==> config.mk <==
export PLATFORM = sky130hd
export DESIGN_NAME = multicycle_control
export DESIGN_NICKNAME = d
export VERILOG_FILES = /design/src/rtl/multicycle_control.sv
export SDC_FILE = /design/constraint.sdc
export NUM_CORES = 1
export LEC_CHECK = 0
export ABC_AREA = 1
export CORE_MARGIN = 8
export CORE_UTILIZATION = 45
export DETAILED_ROUTE_END_ITERATION = 12
export PLACE_DENSITY = 0.77
export SYNTH_ARGS = -nofsm -noshare
export SYNTH_HDL_FRONTEND = slang
export SYNTH_SLANG_ARGS = --single-unit
==> constraint.sdc <==
create_clock -name clk -period 2.9 [get_ports clk]
set_input_delay 0.87 -clock clk [delete_from_list [all_inputs] [get_ports clk]]
set_output_delay 0.87 -clock clk [all_outputs]
set_load 0.03 [all_outputs]
==> src/rtl/multicycle_control.sv <==
// Multi-cycle MIPS control FSM: sequences FETCH/DECODE/EXEC/MEM/WB, stalls on mem_ready,
// traps on illegal encodings and counts retired instructions.
module multicycle_control #(
    parameter int ALUOP_W   = 3,
    parameter int CNT_W     = 32,
    parameter bit USE_READY = 1'b1
) (
    input  logic               clk,
    input  logic               rst_n,
    input  logic [5:0]         opcode,
    input  logic [5:0]         funct,
    input  logic               mem_ready,
    output logic               PCWrite,
    output logic               PCWriteCond,
    output logic               IorD,
    output logic               MemRead,
    output logic               MemWrite,
    output logic               IRWrite,
    output logic               MemtoReg,
    output logic               RegDst,
    output logic               RegWrite,
    output logic               ALUSrcA,
    output logic [1:0]         ALUSrcB,
    output logic [1:0]         PCSource,
    output logic [ALUOP_W-1:0] ALUop,
    output logic               BNE,
    output logic               LUI,
    output logic               Jal,
    output logic               shift,
    output logic               signal,
    output logic               trap,
    output logic [3:0]         state,
    output logic [CNT_W-1:0]   instret
);

    typedef enum logic [3:0] {
        S_IDLE     = 4'd0,
        S_FETCH    = 4'd1,
        S_DECODE   = 4'd2,
        S_MEM_ADDR = 4'd3,
        S_MEM_RD   = 4'd4,
        S_MEM_WB   = 4'd5,
        S_MEM_WR   = 4'd6,
        S_R_EXEC   = 4'd7,
        S_R_WB     = 4'd8,
        S_BRANCH   = 4'd9,
        S_JUMP     = 4'd10,
        S_I_EXEC   = 4'd11,
        S_I_WB     = 4'd12,
        S_JR       = 4'd13,
        S_TRAP     = 4'd14
    } state_e;

    localparam logic [2:0] ALU_AND = 3'b000;
    localparam logic [2:0] ALU_OR  = 3'b001;
    localparam logic [2:0] ALU_ADD = 3'b010;
    localparam logic [2:0] ALU_XOR = 3'b011;
    localparam logic [2:0] ALU_NOR = 3'b100;
    localparam logic [2:0] ALU_SLL = 3'b101;
    localparam logic [2:0] ALU_SUB = 3'b110;
    localparam logic [2:0] ALU_SLT = 3'b111;

    state_e           state_q, state_d;
    logic [CNT_W-1:0] instret_q, instret_d;
    logic             rdy;
    logic             retire;
    logic             r_legal;
    logic             is_jr;
    logic [2:0]       r_alu;
    logic [2:0]       i_alu;
    logic [2:0]       alu3;

    // With the handshake disabled every memory access completes in one cycle.
    assign rdy = mem_ready | ~USE_READY;

    assign is_jr = (funct == 6'h08) || (funct == 6'h09);

    always_comb begin
        r_legal = 1'b1;
        r_alu   = ALU_ADD;
        case (funct)
            6'h00:   r_alu = ALU_SLL;
            6'h20:   r_alu = ALU_ADD;
            6'h22:   r_alu = ALU_SUB;
            6'h24:   r_alu = ALU_AND;
            6'h25:   r_alu = ALU_OR;
            6'h26:   r_alu = ALU_XOR;
            6'h27:   r_alu = ALU_NOR;
            6'h2a:   r_alu = ALU_SLT;
            6'h08,
            6'h09:   r_alu = ALU_ADD;
            default: r_legal = 1'b0;
        endcase
    end

    always_comb begin
        i_alu = ALU_ADD;
        case (opcode)
            6'h0a:   i_alu = ALU_SLT;
            6'h0c:   i_alu = ALU_AND;
            6'h0d:   i_alu = ALU_OR;
            6'h0e:   i_alu = ALU_XOR;
            default: i_alu = ALU_ADD;
        endcase
    end

    always_ff @(posedge clk or negedge rst_n) begin
        if (!rst_n) begin
            state_q   <= S_IDLE;
            instret_q <= '0;
        end else begin
            state_q   <= state_d;
            instret_q <= instret_d;
        end
    end

    always_comb begin
        state_d = state_q;
        case (state_q)
            S_IDLE:     state_d = S_FETCH;
            S_FETCH:    if (rdy) state_d = S_DECODE;
            S_DECODE: begin
                case (opcode)
                    6'h23, 6'h2b: state_d = S_MEM_ADDR;
                    6'h00: begin
                        if (is_jr)        state_d = S_JR;
                        else if (r_legal) state_d = S_R_EXEC;
                        else              state_d = S_TRAP;
                    end
                    6'h04, 6'h05: state_d = S_BRANCH;
                    6'h02, 6'h03: state_d = S_JUMP;
                    6'h08, 6'h0a, 6'h0c, 6'h0d, 6'h0e, 6'h0f: state_d = S_I_EXEC;
                    default:      state_d = S_TRAP;
                endcase
            end
            S_MEM_ADDR: state_d = (opcode == 6'h2b) ? S_MEM_WR : S_MEM_RD;
            S_MEM_RD:   if (rdy) state_d = S_MEM_WB;
            S_MEM_WR:   if (rdy) state_d = S_FETCH;
            S_R_EXEC:   state_d = S_R_WB;
            S_I_EXEC:   state_d = S_I_WB;
            S_MEM_WB, S_R_WB, S_I_WB, S_BRANCH, S_JUMP, S_JR: state_d = S_FETCH;
            S_TRAP:     state_d = S_TRAP;
            default:    state_d = S_IDLE;
        endcase
    end

    always_comb begin
        case (state_q)
            S_MEM_WB, S_R_WB, S_I_WB, S_BRANCH, S_JUMP, S_JR: retire = 1'b1;
            S_MEM_WR: retire = rdy;
            default:  retire = 1'b0;
        endcase
        instret_d = instret_q + CNT_W'(retire);
    end

    always_comb begin
        PCWrite     = 1'b0;
        PCWriteCond = 1'b0;
        IorD        = 1'b0;
        MemRead     = 1'b0;
        MemWrite    = 1'b0;
        IRWrite     = 1'b0;
        MemtoReg    = 1'b0;
        RegDst      = 1'b0;
        RegWrite    = 1'b0;
        ALUSrcA     = 1'b0;
        ALUSrcB     = 2'b00;
        PCSource    = 2'b00;
        alu3        = ALU_AND;
        BNE         = 1'b0;
        LUI         = 1'b0;
        Jal         = 1'b0;
        shift       = 1'b0;
        signal      = 1'b0;
        trap        = 1'b0;
        case (state_q)
            S_FETCH: begin
                MemRead = 1'b1;
                ALUSrcB = 2'b01;
                alu3    = ALU_ADD;
                IRWrite = rdy;
                PCWrite = rdy;
            end
            S_DECODE: begin
                ALUSrcB = 2'b11;
                alu3    = ALU_ADD;
            end
            S_MEM_ADDR: begin
                ALUSrcA = 1'b1;
                ALUSrcB = 2'b10;
                alu3    = ALU_ADD;
            end
            S_MEM_RD: begin
                MemRead = 1'b1;
                IorD    = 1'b1;
            end
            S_MEM_WB: begin
                RegWrite = 1'b1;
                MemtoReg = 1'b1;
            end
            S_MEM_WR: begin
                MemWrite = 1'b1;
                IorD     = 1'b1;
            end
            S_R_EXEC: begin
                ALUSrcA = 1'b1;
                alu3    = r_alu;
                // sll takes its shift amount through the immediate path
                if (funct == 6'h00) begin
                    shift   = 1'b1;
                    ALUSrcB = 2'b10;
                end
            end
            S_R_WB: begin
                RegWrite = 1'b1;
                RegDst   = 1'b1;
            end
            S_BRANCH: begin
                ALUSrcA     = 1'b1;
                alu3        = ALU_SUB;
                PCWriteCond = 1'b1;
                PCSource    = 2'b01;
                BNE         = (opcode == 6'h05);
            end
            S_JUMP: begin
                PCWrite  = 1'b1;
                PCSource = 2'b10;
                Jal      = (opcode == 6'h03);
                RegWrite = (opcode == 6'h03);
            end
            S_I_EXEC: begin
                ALUSrcA = 1'b1;
                ALUSrcB = 2'b10;
                alu3    = i_alu;
                signal  = (opcode == 6'h0c) || (opcode == 6'h0d) || (opcode == 6'h0e);
                LUI     = (opcode == 6'h0f);
            end
            S_I_WB:   RegWrite = 1'b1;
            S_JR: begin
                PCWrite  = 1'b1;
                PCSource = 2'b11;
                RegWrite = (funct == 6'h09);
                RegDst   = (funct == 6'h09);
                Jal      = (funct == 6'h09);
            end
            S_TRAP:   trap = 1'b1;
            default: ;
        endcase
        ALUop      = '0;
        ALUop[2:0] = alu3;
    end

    assign state   = state_q;
    assign instret = instret_q;

endmodule

# Yosys cells after proc, flatten, opt, wreduce, memory -nomap -nowiden

Index checks and enable logic that the tools add are counted.

Latch bits: 0
Logic and storage cells: 95
Memory bits (writable): 0
ROM bits: 0
Output and inout port bits: 59
Register bits after elaboration: 36
Memories kept: 0
Input port bits: 15

Bitwise operators: 0
Order comparisons: 0
$add $sub $neg: 1
Shifts and indexed selects: 0
Div/mod/pow operators: 0
Reduce and logical (&&, ||, !) cells: 21
Mux-type cells: 33
$mul: 0
Equality and inequality tests: 38

Operators with widths:

| cell                                                            | number |
|---|---|
| 6-bit == test, second input constant                            | 9 |
| 6-bit by 4-bit == test with 1-bit output, second input constant | 8 |
| 4-bit case mux with 9 select lines                              | 1 |
| 32-bit by 1-bit adder with 32-bit output                        | 1 |
| 4-bit == test, second input constant                            | 7 |
| 3-bit case mux with 4 select lines                              | 2 |
| 3-bit case mux with 7 select lines                              | 1 |
| 4-bit two-way mux                                               | 5 |
| 4-bit case mux with 5 select lines                              | 1 |
| 4-bit by 3-bit == test with 1-bit output, second input constant | 4 |
| 1-bit two-way mux                                               | 14 |
| 2-bit OR reduction                                              | 7 |
| 6-bit by 2-bit == test with 1-bit output, second input constant | 2 |
| 6-bit by 3-bit == test with 1-bit output, second input constant | 2 |
| 6-bit logical NOT                                               | 2 |
| 6-bit OR reduction                                              | 2 |
| 10-bit OR reduction                                             | 1 |
| 4-bit by 2-bit == test with 1-bit output, second input constant | 2 |
| 1-bit case mux with 2 select lines                              | 4 |
| 2-bit case mux with 4 select lines                              | 1 |
| 7-bit OR reduction                                              | 1 |
| 2-bit != test, second input constant                            | 3 |
| 2-bit case mux with 3 select lines                              | 1 |
| 3-bit OR reduction                                              | 2 |
| other kinds (7)                                                 | 10 |

# Longest topological paths before layout

Gate-level depths: netlist of run 1.

Depth in word-level cells: 7
Depth in mapped cells: 15
Gate-level depth less buffers: 15

# Least setup slack after synthesis of run 1

Ideal clock, no wire load.

Path type: flip-flop to output port
From: reg state_q[0] (netlist: state[0])
To: out BNE
Arrival time: 2.109 ns
Setup slack: -0.079 ns
Required time: 2.030 ns
Cell stages (with the launch flop): 7
Buffers on the path: 0
Cell sequence: dfrtp_1 inv_1 nor2_1 inv_2 nor2_1 inv_1 nor3_1

Cells in the longest elaborated chain, start to end: 2

RTL lines:

| what                   | line | source |
|---|---|---|
| from (decl)            | 63   | `state_e state_q, state_d;` |
| from (signal assigned) | 112  | `state_q <= state_d;` |
| 4-bit == test          | 176  | `case (state_q)` |
| 1-bit two-way mux      | 176  |  |
| to (decl)              | 26   | `output logic BNE,` |

No other way between the ends.

# Worst setup path after layout of run 1

From: in funct[3]
To: out ALUop[2]

Cells in the longest elaborated chain, start to end: 3
Elaborated cells between the ends (all ways): 9
Classes of those cells: eq/ne: 6; mux: 2; reduce/logical: 1

RTL lines:

| what                                                      | line | source |
|---|---|---|
| from (decl)                                               | 11   | `input logic [5:0] funct,` |
| 6-bit == test / 6-bit logical NOT (equally long branches) | 81   | `case (funct)` |
| 3-bit case mux with 7 select lines (*)                    | 81   |  |
| 3-bit case mux with 4 select lines (*)                    | 176  |  |
| to (decl)                                                 | 25   | `output logic [ALUOP_W-1:0] ALUop,` |

Mark *: on every way between the ends. The rest lies on a longest branch, timed or not.

==> summary.md, run 1 <==
| Metric | Value |
|---|---|
| Number of buffers created by CTS | `5` |
| Bufs on Longest Clock Path | `2` |
| Data arrival at the endpoint of the critical path | `about 2000 ps` |
| Number of warnings printed during yosys synthesis | `0` |
| Drc violations | `0` |
| Reported leakage power | `between 0.0015 and 0.002 uW` |
| Ratio of cells with drive above 1 in the final layout | `roughly 21%` |
| H-tree depth | `2` |
| CP max stage delay | `around 280 ps` |
| Routed Wire Length | `roughly 8100 um` |
| Slew HR | `between 60% and 70%` |
| Endpoints failing hold | `0` |
| Top fanout value on the critical path | `3` |
| Total via count after detailed routing | `approximately 2800` |
| Kind of cell adding the most delay to the critical path | `buffers and inverters` |
| Violated checks | `negative setup slack` |
| Area growth from synthesis to layout | `52.6%` |
| Number of enable flip-flop cells after synthesis | `0` |
| Placer Congestion | `approximately 0.94` |
| Share of the cycle needed by the critical path after routing | `101%` |
| Flip-flop and latch count after synthesis | `36` |
| Cell Count Post-Placement | `between 500 and 600` |
| Clock root buffer master | `clkbuf_8` |
| Maximum number of pins on one net before global-route repair | `37` |
| Proportion of netlist area held by the largest area contributor | `between 30% and 40%` |
| Number of sinks handled by clock tree synthesis | `36` |
| Sum Neg Setup Slack | `-32.9 ps` |
| Overall overflow remaining after global route | `0` |
| Total half-perimeter wirelength after legalization and detailed placement | `approximately 6500 um` |
| Slowest library cell on the worst path | `dlygate4sd2_1` |
| Initial core utilization | `between 40% and 50%` |
| Most used cell, CP | `buf_4` |
| Clock-pin slew on the worst setup and hold paths | `around 80 ps` |
| Ordered list of cells on the worst path | `dlygate4sd2_1, inv_2, nor2_4, nand3_2, buf_4, o21ai_0, o21ai_1, o311ai_2, buf_4` |
| Number of rows created at floorplan | `26` |
| Setup Viol. Count Final | `1` |
| Average footprint of a synthesized cell | `slightly above 7 sq um` |
| Req. time, crit path | `around 2000 ps` |
| Cell with the most instances after synthesis | `nand2_1` |
| Buffer and inverter count on the worst path | `4` |
| Via count of the first global-routing pass | `2861` |
| Final #Nets | `roughly 480` |
| Post-synth top flop | `dfrtp_1` |
| Cell type contributing the most total cell area after synthesis | `dfrtp_1` |
| Wire length of the first global-routing pass | `~13000 um` |
| Gate Count Post-Synth | `338` |
| Total routing resource utilization after global routing | `between 20% and 30%` |
| Vias per Instance | `between 5 and 6` |
| Type of the worst setup path | `input pin to primary output` |
| DRC marker count from the first detailed-route iteration | `180` |
| Power Dens Cells | `around 630 nW/um^2` |
| Count of pins over their slew limit | `0` |
| Register-to-register path setup slack | `around 340 ps` |
| Number of standard cells in the final layout excluding fillers | `531` |
| Number of antenna violations at the first check in global routing | `0` |
| Share of synthesized area occupied by flip-flops and latches | `37.4%` |
| Area of the core | `slightly above 5000 sq um` |
| FFs w/ async S/R, synth | `between 90% and 100%` |
| Number of nets produced by synthesis | `about 360` |
| Clock Latency Late Sink | `roughly 290 ps` |
| Result of the run | `finished with violations` |
| Pre-antenna DRT Iters | `4` |
| Buffers added on ports | `73` |
| Unrepaired setup endpoints after global routing | `true` |
| Final worst path period need | `approximately 2900 ps` |
| Largest cells by area after synthesis | `dfrtp_1 (37%), nand2_1 (11%), nor2_1 (9.5%), xor2_1 (7.3%), inv_1 (6.9%)` |
| Leading cell types by count after synthesis | `nand2_1 (73), nor2_1 (61), inv_1 (44)` |
| Number of diodes | `0` |
| Remaining antenna violation count | `0` |
| Startpoint type of the worst setup path | `input pin` |
| Distinct cell type count of the synthesized netlist | `29` |
| Worst ir drop on vdd | `approximately 640 uV` |
| Die area | `between 7000 and 8000 sq um` |
| Type of the worst min-delay path | `flip-flop to flip-flop` |
| X dimension of the die | `roughly 89 um` |
| Maximum clock skew at final layout | `9.58 ps` |
| Routed length per instance | `15.2 um` |
| Cell area after technology mapping | `around 2400 sq um` |
| Die H | `a little under 90 um` |
| Clock tree from TritonCTS | `yes` |
| Max-capacitance violation count | `0` |
| Kind of end point of the critical path | `primary output` |
| Setup ws final | `-32.9 ps` |
| Timing-limited maximum frequency | `around 340 MHz` |
| Number of top-level design ports | `74` |
| Worst Tran Pin Value | `467 ps` |
layout make-up:
class,count,area (sq um)
clock buffers,6,72.6
clock inverters,1,5.00
fillers,465,1470
inverters,48,180
multi-input cells,254,1380
flip-flops and latches,36,901
well taps,70,87.6
repair buffers,116,1040
final timing paths:
| kind | to | startpoint | depth (start not counted) |
|---|---|---|---|
| worst max-delay path | ALUop[2] | funct[3] | 9 |
| max in group asynchronous | instret[10] | rst_n | 2 |
| worst min-delay path | instret[31] | instret[31] | 1 |
| worst min register to register | instret[31] | instret[31] | 1 |
| worst max register to register | instret[20] | state[2] | 15 |
| min in group asynchronous | instret[3] | rst_n | 2 |
stage by stage:
| step | utilization (%) | cell area [sq um] | worst slack (ps) | hold slack (ps) | total power [uW] |
|---|---|---|---|---|---|
| after floorplan | - | 2410 | 31.4 | 574 | 1380 |
| after global placement | 68.4 | 3510 | -651 | 460 | 1940 |
| after detailed placement | 68.4 | 3510 | -746 | 466 | 1940 |
| after CTS | 70.7 | 3630 | 3.92 | 475 | 2300 |
| after global routing | 71.4 | 3670 | -64.9 | 483 | 2440 |
| final | 71.4 | 3670 | -32.9 | 469 | 2300 |
report_power, final:
part | internal [uW] | switching, uW | total [uW] | leakage, uW
Clock | 163 | 179 | 342 | 0.0000410
Combinational | 478 | 797 | 1270 | 0.00139
Sequential | 574 | 105 | 679 | 0.000465
Total | 1220 | 1080 | 2300 | 0.00190
per-layer routing:
layer  up-vias  routed length (um)  global-route usage [%]
met5         -                   0                       0
met4         0                 297                    11.2
met3        27                 452                    4.50
met2       111                4270                    39.8
met1      1288                3040                    21.8
li1       1339                   -                       -
cell usage in the layout (no fill, tap or decap), types with 2 or more instances in the layout:
master           Yosys  final
buf_6                0      4
dlymetal6s2s_1       0      8
o21ai_0             10      6
inv_1               44     39
nand3b_1             2      2
nand3_2              1      2
nor2_1              61     53
ha_1                 2      2
buf_4                0     52
o21ai_1              3      7
xnor2_1              9      9
nand4_2              2      2
dlygate4sd2_1        0      9
nand2_1             73     73
xor2_1              20     20
nand3_1             25     24
nand4_1             12     12
nor4_1               4      4
nor3_1              12     11
inv_2                4      9
nor3_2               2      3
nor2_4               2      5
clkdlybuf4s50_1      0     40
clkbuf_8             0      5
nor2_2               5     10
dfrtp_1             36     36
state kept, by name (all words and copies together) (netlist names):
signal and cells:
state 4, instret 32
kinds of logic (layout without fill, tap and decap cells):
family                   Yosys count  in the layout  synth area share [%]
flip-flops                        36             36                  37.4
buffers and inverters             48            171                  7.49
XOR/XNOR                          29             29                  10.6
AND/OR/NAND/NOR                  205            205                  39.3
AO/OA/AOI/OAI                     18             18                  4.21
adder cells (fa/ha/maj)            2              2                  1.04
what timing repair did:
| action | 4_1_cts | 5_1_grt |
|---|---|---|
| setup buffers | 1 | 0 |
| resized for setup | 39 | 19 |
| hold buffers | 0 | 0 |
| pin swaps | 13 | 3 |
| endpoints found under the setup margin | 12 | 16 |
Note: power is estimated with default switching activity, not from simulation.
==> run 2, diff against run 1 <==
--- a/config.mk
+++ b/config.mk
@@ -6,6 +6,7 @@
 export NUM_CORES = 1
 export LEC_CHECK = 0
 export ABC_AREA = 1
+export CAP_MARGIN = 5
 export CORE_MARGIN = 8
 export CORE_UTILIZATION = 45
 export DETAILED_ROUTE_END_ITERATION = 12
==> results of run 2 <==
Same layout as run 1: the final DEF is identical, and so are final timing and power.
==> run 3, diff against run 2 <==
--- a/config.mk
+++ b/config.mk
@@ -9,6 +9,7 @@
 export CAP_MARGIN = 5
 export CORE_MARGIN = 8
 export CORE_UTILIZATION = 45
+export CTS_BUF_LIST = sky130_fd_sc_hd__clkbuf_4
 export DETAILED_ROUTE_END_ITERATION = 12
 export PLACE_DENSITY = 0.77
 export SYNTH_ARGS = -nofsm -noshare
==> summary.md, run 3 (synthesis results as in run 1) <==
| Metric | Value |
|---|---|
| Setup Viol. Count Final | `0 (was 1)` |
| Pre-antenna DRT Iters | `4 (unchanged)` |
| Maximum number of pins on one net before global-route repair | `37 (unchanged)` |
| Routed length per instance | `15.2 um (about the same)` |
| Most common cell after layout, fill and taps aside | `nand2_1 (unchanged)` |
| Share of the core filled with cells in the final layout | `70.6% (was 71.4%)` |
| Die H | `89.1 um (unchanged)` |
| Overall overflow remaining after global route | `0 (unchanged)` |
| Clock tree from TritonCTS | `yes (unchanged)` |
| Worst Tran Pin Value | `455 ps (was 467 ps)` |
| Final worst path period need | `2860 ps (was 2930 ps)` |
| Worst ir drop on vdd | `598 uV (was 643 uV)` |
| Die area | `7940 sq um (unchanged)` |
| Slew HR | `69.4% (was 68.9%)` |
| Kind of cell adding the most delay to the critical path | `buffers and inverters (unchanged)` |
| Final Cell Area | `3630 sq um (was 3670 sq um)` |
| Area after DPL | `3510 sq um (unchanged)` |
| Placer Congestion | `0.945 (unchanged)` |
| Buffer and inverter count on the worst path | `4 (unchanged)` |
| Unrepaired setup endpoints after global routing | `true (unchanged)` |
| Number of buffers created by CTS | `5 (unchanged)` |
| Number of rows created at floorplan | `26 (unchanged)` |
| Bufs on Longest Clock Path | `2 (unchanged)` |
| Wire length of the first global-routing pass | `13200 um (was 13100 um)` |
| Result of the run | `finished clean (was finished with violations)` |
| Via count of the first global-routing pass | `2900 (was 2861)` |
| Clock root buffer master | `clkbuf_4 (was clkbuf_8)` |
| DRC marker count from the first detailed-route iteration | `185 (was 180)` |
| Share of the cycle needed by the critical path after routing | `98.7% (was 101%)` |
| Data arrival at the endpoint of the critical path | `1990 ps (was 2060 ps)` |
| Vias per Instance | `5.24 (was 5.21)` |
| Type of the worst min-delay path | `flip-flop to flip-flop (unchanged)` |
| Most used cell, CP | `buf_4 (unchanged)` |
| Clock-pin slew on the worst setup and hold paths | `120 ps (was 80 ps)` |
| Count of pins over their slew limit | `0 (unchanged)` |
| X dimension of the die | `89.1 um (unchanged)` |
| Buffers added on ports | `73 (unchanged)` |
| Number of antenna violations at the first check in global routing | `0 (unchanged)` |
| Area of the core | `5140 sq um (unchanged)` |
| Top fanout value on the critical path | `4 (was 3)` |
| Ordered list of cells on the worst path | `clkdlybuf4s15_1, inv_2, nor2_4, nand3_2, buf_4, o21ai_0, o21ai_1, o311ai_2, buf_4 (was dlygate4sd2_1, inv_2, nor2_4, nand3_2, buf_4, o21ai_0, o21ai_1, o311ai_2, buf_4)` |
| Reported leakage power | `0.00188 uW (was 0.00190 uW)` |
| Max reg flops | `32 (unchanged)` |
| Kind of end point of the critical path | `primary output (unchanged)` |
| Remaining antenna violation count | `0 (unchanged)` |
| Slowest library cell on the worst path | `clkdlybuf4s15_1 (was dlygate4sd2_1)` |
| Register-to-register path setup slack | `280 ps (was 340 ps)` |
| Drc violations | `0 (unchanged)` |
| Endpoints failing hold | `0 (unchanged)` |
| Power Dens Cells | `607 nW/um^2 (was 626 nW/um^2)` |
| Post-CTS Hold Buffers | `0 (unchanged)` |
| CP max stage delay | `210 ps (was 280 ps)` |
| Ratio of cells with drive above 1 in the final layout | `23.4% (was 21.5%)` |
| Initial core utilization | `46.8% (unchanged)` |
| Type of the worst setup path | `input pin to primary output (unchanged)` |
| Maximum clock skew at final layout | `20.3 ps (was 9.58 ps)` |
| Number of top-level design ports | `74 (unchanged)` |
| H-tree depth | `2 (unchanged)` |
| Total routing resource utilization after global routing | `21.3% (was 21.4%)` |
| Number of sinks handled by clock tree synthesis | `36 (unchanged)` |
| Total half-perimeter wirelength after legalization and detailed placement | `6490 um (unchanged)` |
| Max-capacitance violation count | `0 (unchanged)` |
| Most frequent cells in the layout | `nand2_1 (71), nor2_1 (53), buf_4 (52) (was nand2_1 (73), nor2_1 (53), buf_4 (52))` |
| Startpoint type of the worst setup path | `input pin (unchanged)` |
| Number of diodes | `0 (unchanged)` |
| Timing-limited maximum frequency | `349 MHz (was 341 MHz)` |
| Final #Nets | `478 (unchanged)` |
| Clock Latency Late Sink | `350 ps (was 290 ps)` |
| Area growth from synthesis to layout | `50.8% (was 52.6%)` |
| Req. time, crit path | `2030 ps (about the same)` |
| Routed Wire Length | `8050 um (was 8060 um)` |
| Total via count after detailed routing | `2782 (was 2765)` |
## run 3: cell types whose count changed in the layout (fill, tap and decap cells not counted), moves of 2 or more
cell	delta
clkbuf_8	-5
dfrtp_1	-2
clkbuf_2	+4
clkbuf_4	+6
nand2_1	-2
nand2_2	+2
dfrtp_2	+2
dlygate4sd2_1	-3
## run 3: worst register-to-register path: cells and delay by family (launching register included)
kind | cells | cell delay (ps)
simple gates | 7 | 970
flops | 1 | 470
fa+ha+maj | 2 | 390
buf+inv | 4 | 340
compound gates | 1 | 200
xor+xnor | 1 | 170
## run 3: power breakdown
group          internal, uW  switching, uW  total (uW)  leakage (uW)
Combinational           464            795        1260       0.00138
Clock                  98.7            165         263     0.0000315
Sequential              576            105         681      0.000462
Total                  1140           1060        2200       0.00188
## run 3: final cells by class
cell class	instances	area, sq um
clock inverter	1	5.00
tap	70	87.6
sequential	36	903
inverter	48	180
fill	461	1510
clock buffer	6	45.0
timing repair buffer	116	1020
multi-input combinational	254	1390
## run 3: worst paths after layout
kind	startpoint	endpoint	cells past startpoint
worst max-delay path	funct[5]	ALUop[2]	9
worst min-delay path	instret[31]	instret[31]	1
worst max register to register	state[0]	instret[20]	15
worst min register to register	instret[31]	instret[31]	1
max in group asynchronous	rst_n	state[2]	2
min in group asynchronous	rst_n	instret[22]	2
## run 3: per-layer routing
| layer | share of wire (%) | global-route usage [%] | vias to the layer above |
|---|---|---|---|
| met5 | 0 | 0 | - |
| met4 | 4.6 | 11.2 | 0 |
| met3 | 5.4 | 4.96 | 35 |
| met2 | 52 | 40.1 | 106 |
| met1 | 38 | 21.1 | 1298 |
| li1 | - | - | 1343 |
## run 3: timing repair
item                       in CTS  in global routing
pin swaps                       9                  5
buffers inserted                0                  1
gates resized for setup        39                 32
hold endpoints to repair        0                  0
setup endpoints to repair      15                 17
## run 3: through the flow
step                      cells  hold slack (ps)  total power, uW  setup WS (ps)  TNS (ps)
final                       531              477             2200           38.0         0
after global routing        531              489             2350          -14.2     -14.2
after CTS                   530              481             2200          -1.38     -1.38
after detailed placement    523              466             1940           -746     -3540
after global placement      523              460             1940           -651     -3100
after floorplan             338              574             1380           31.4         0
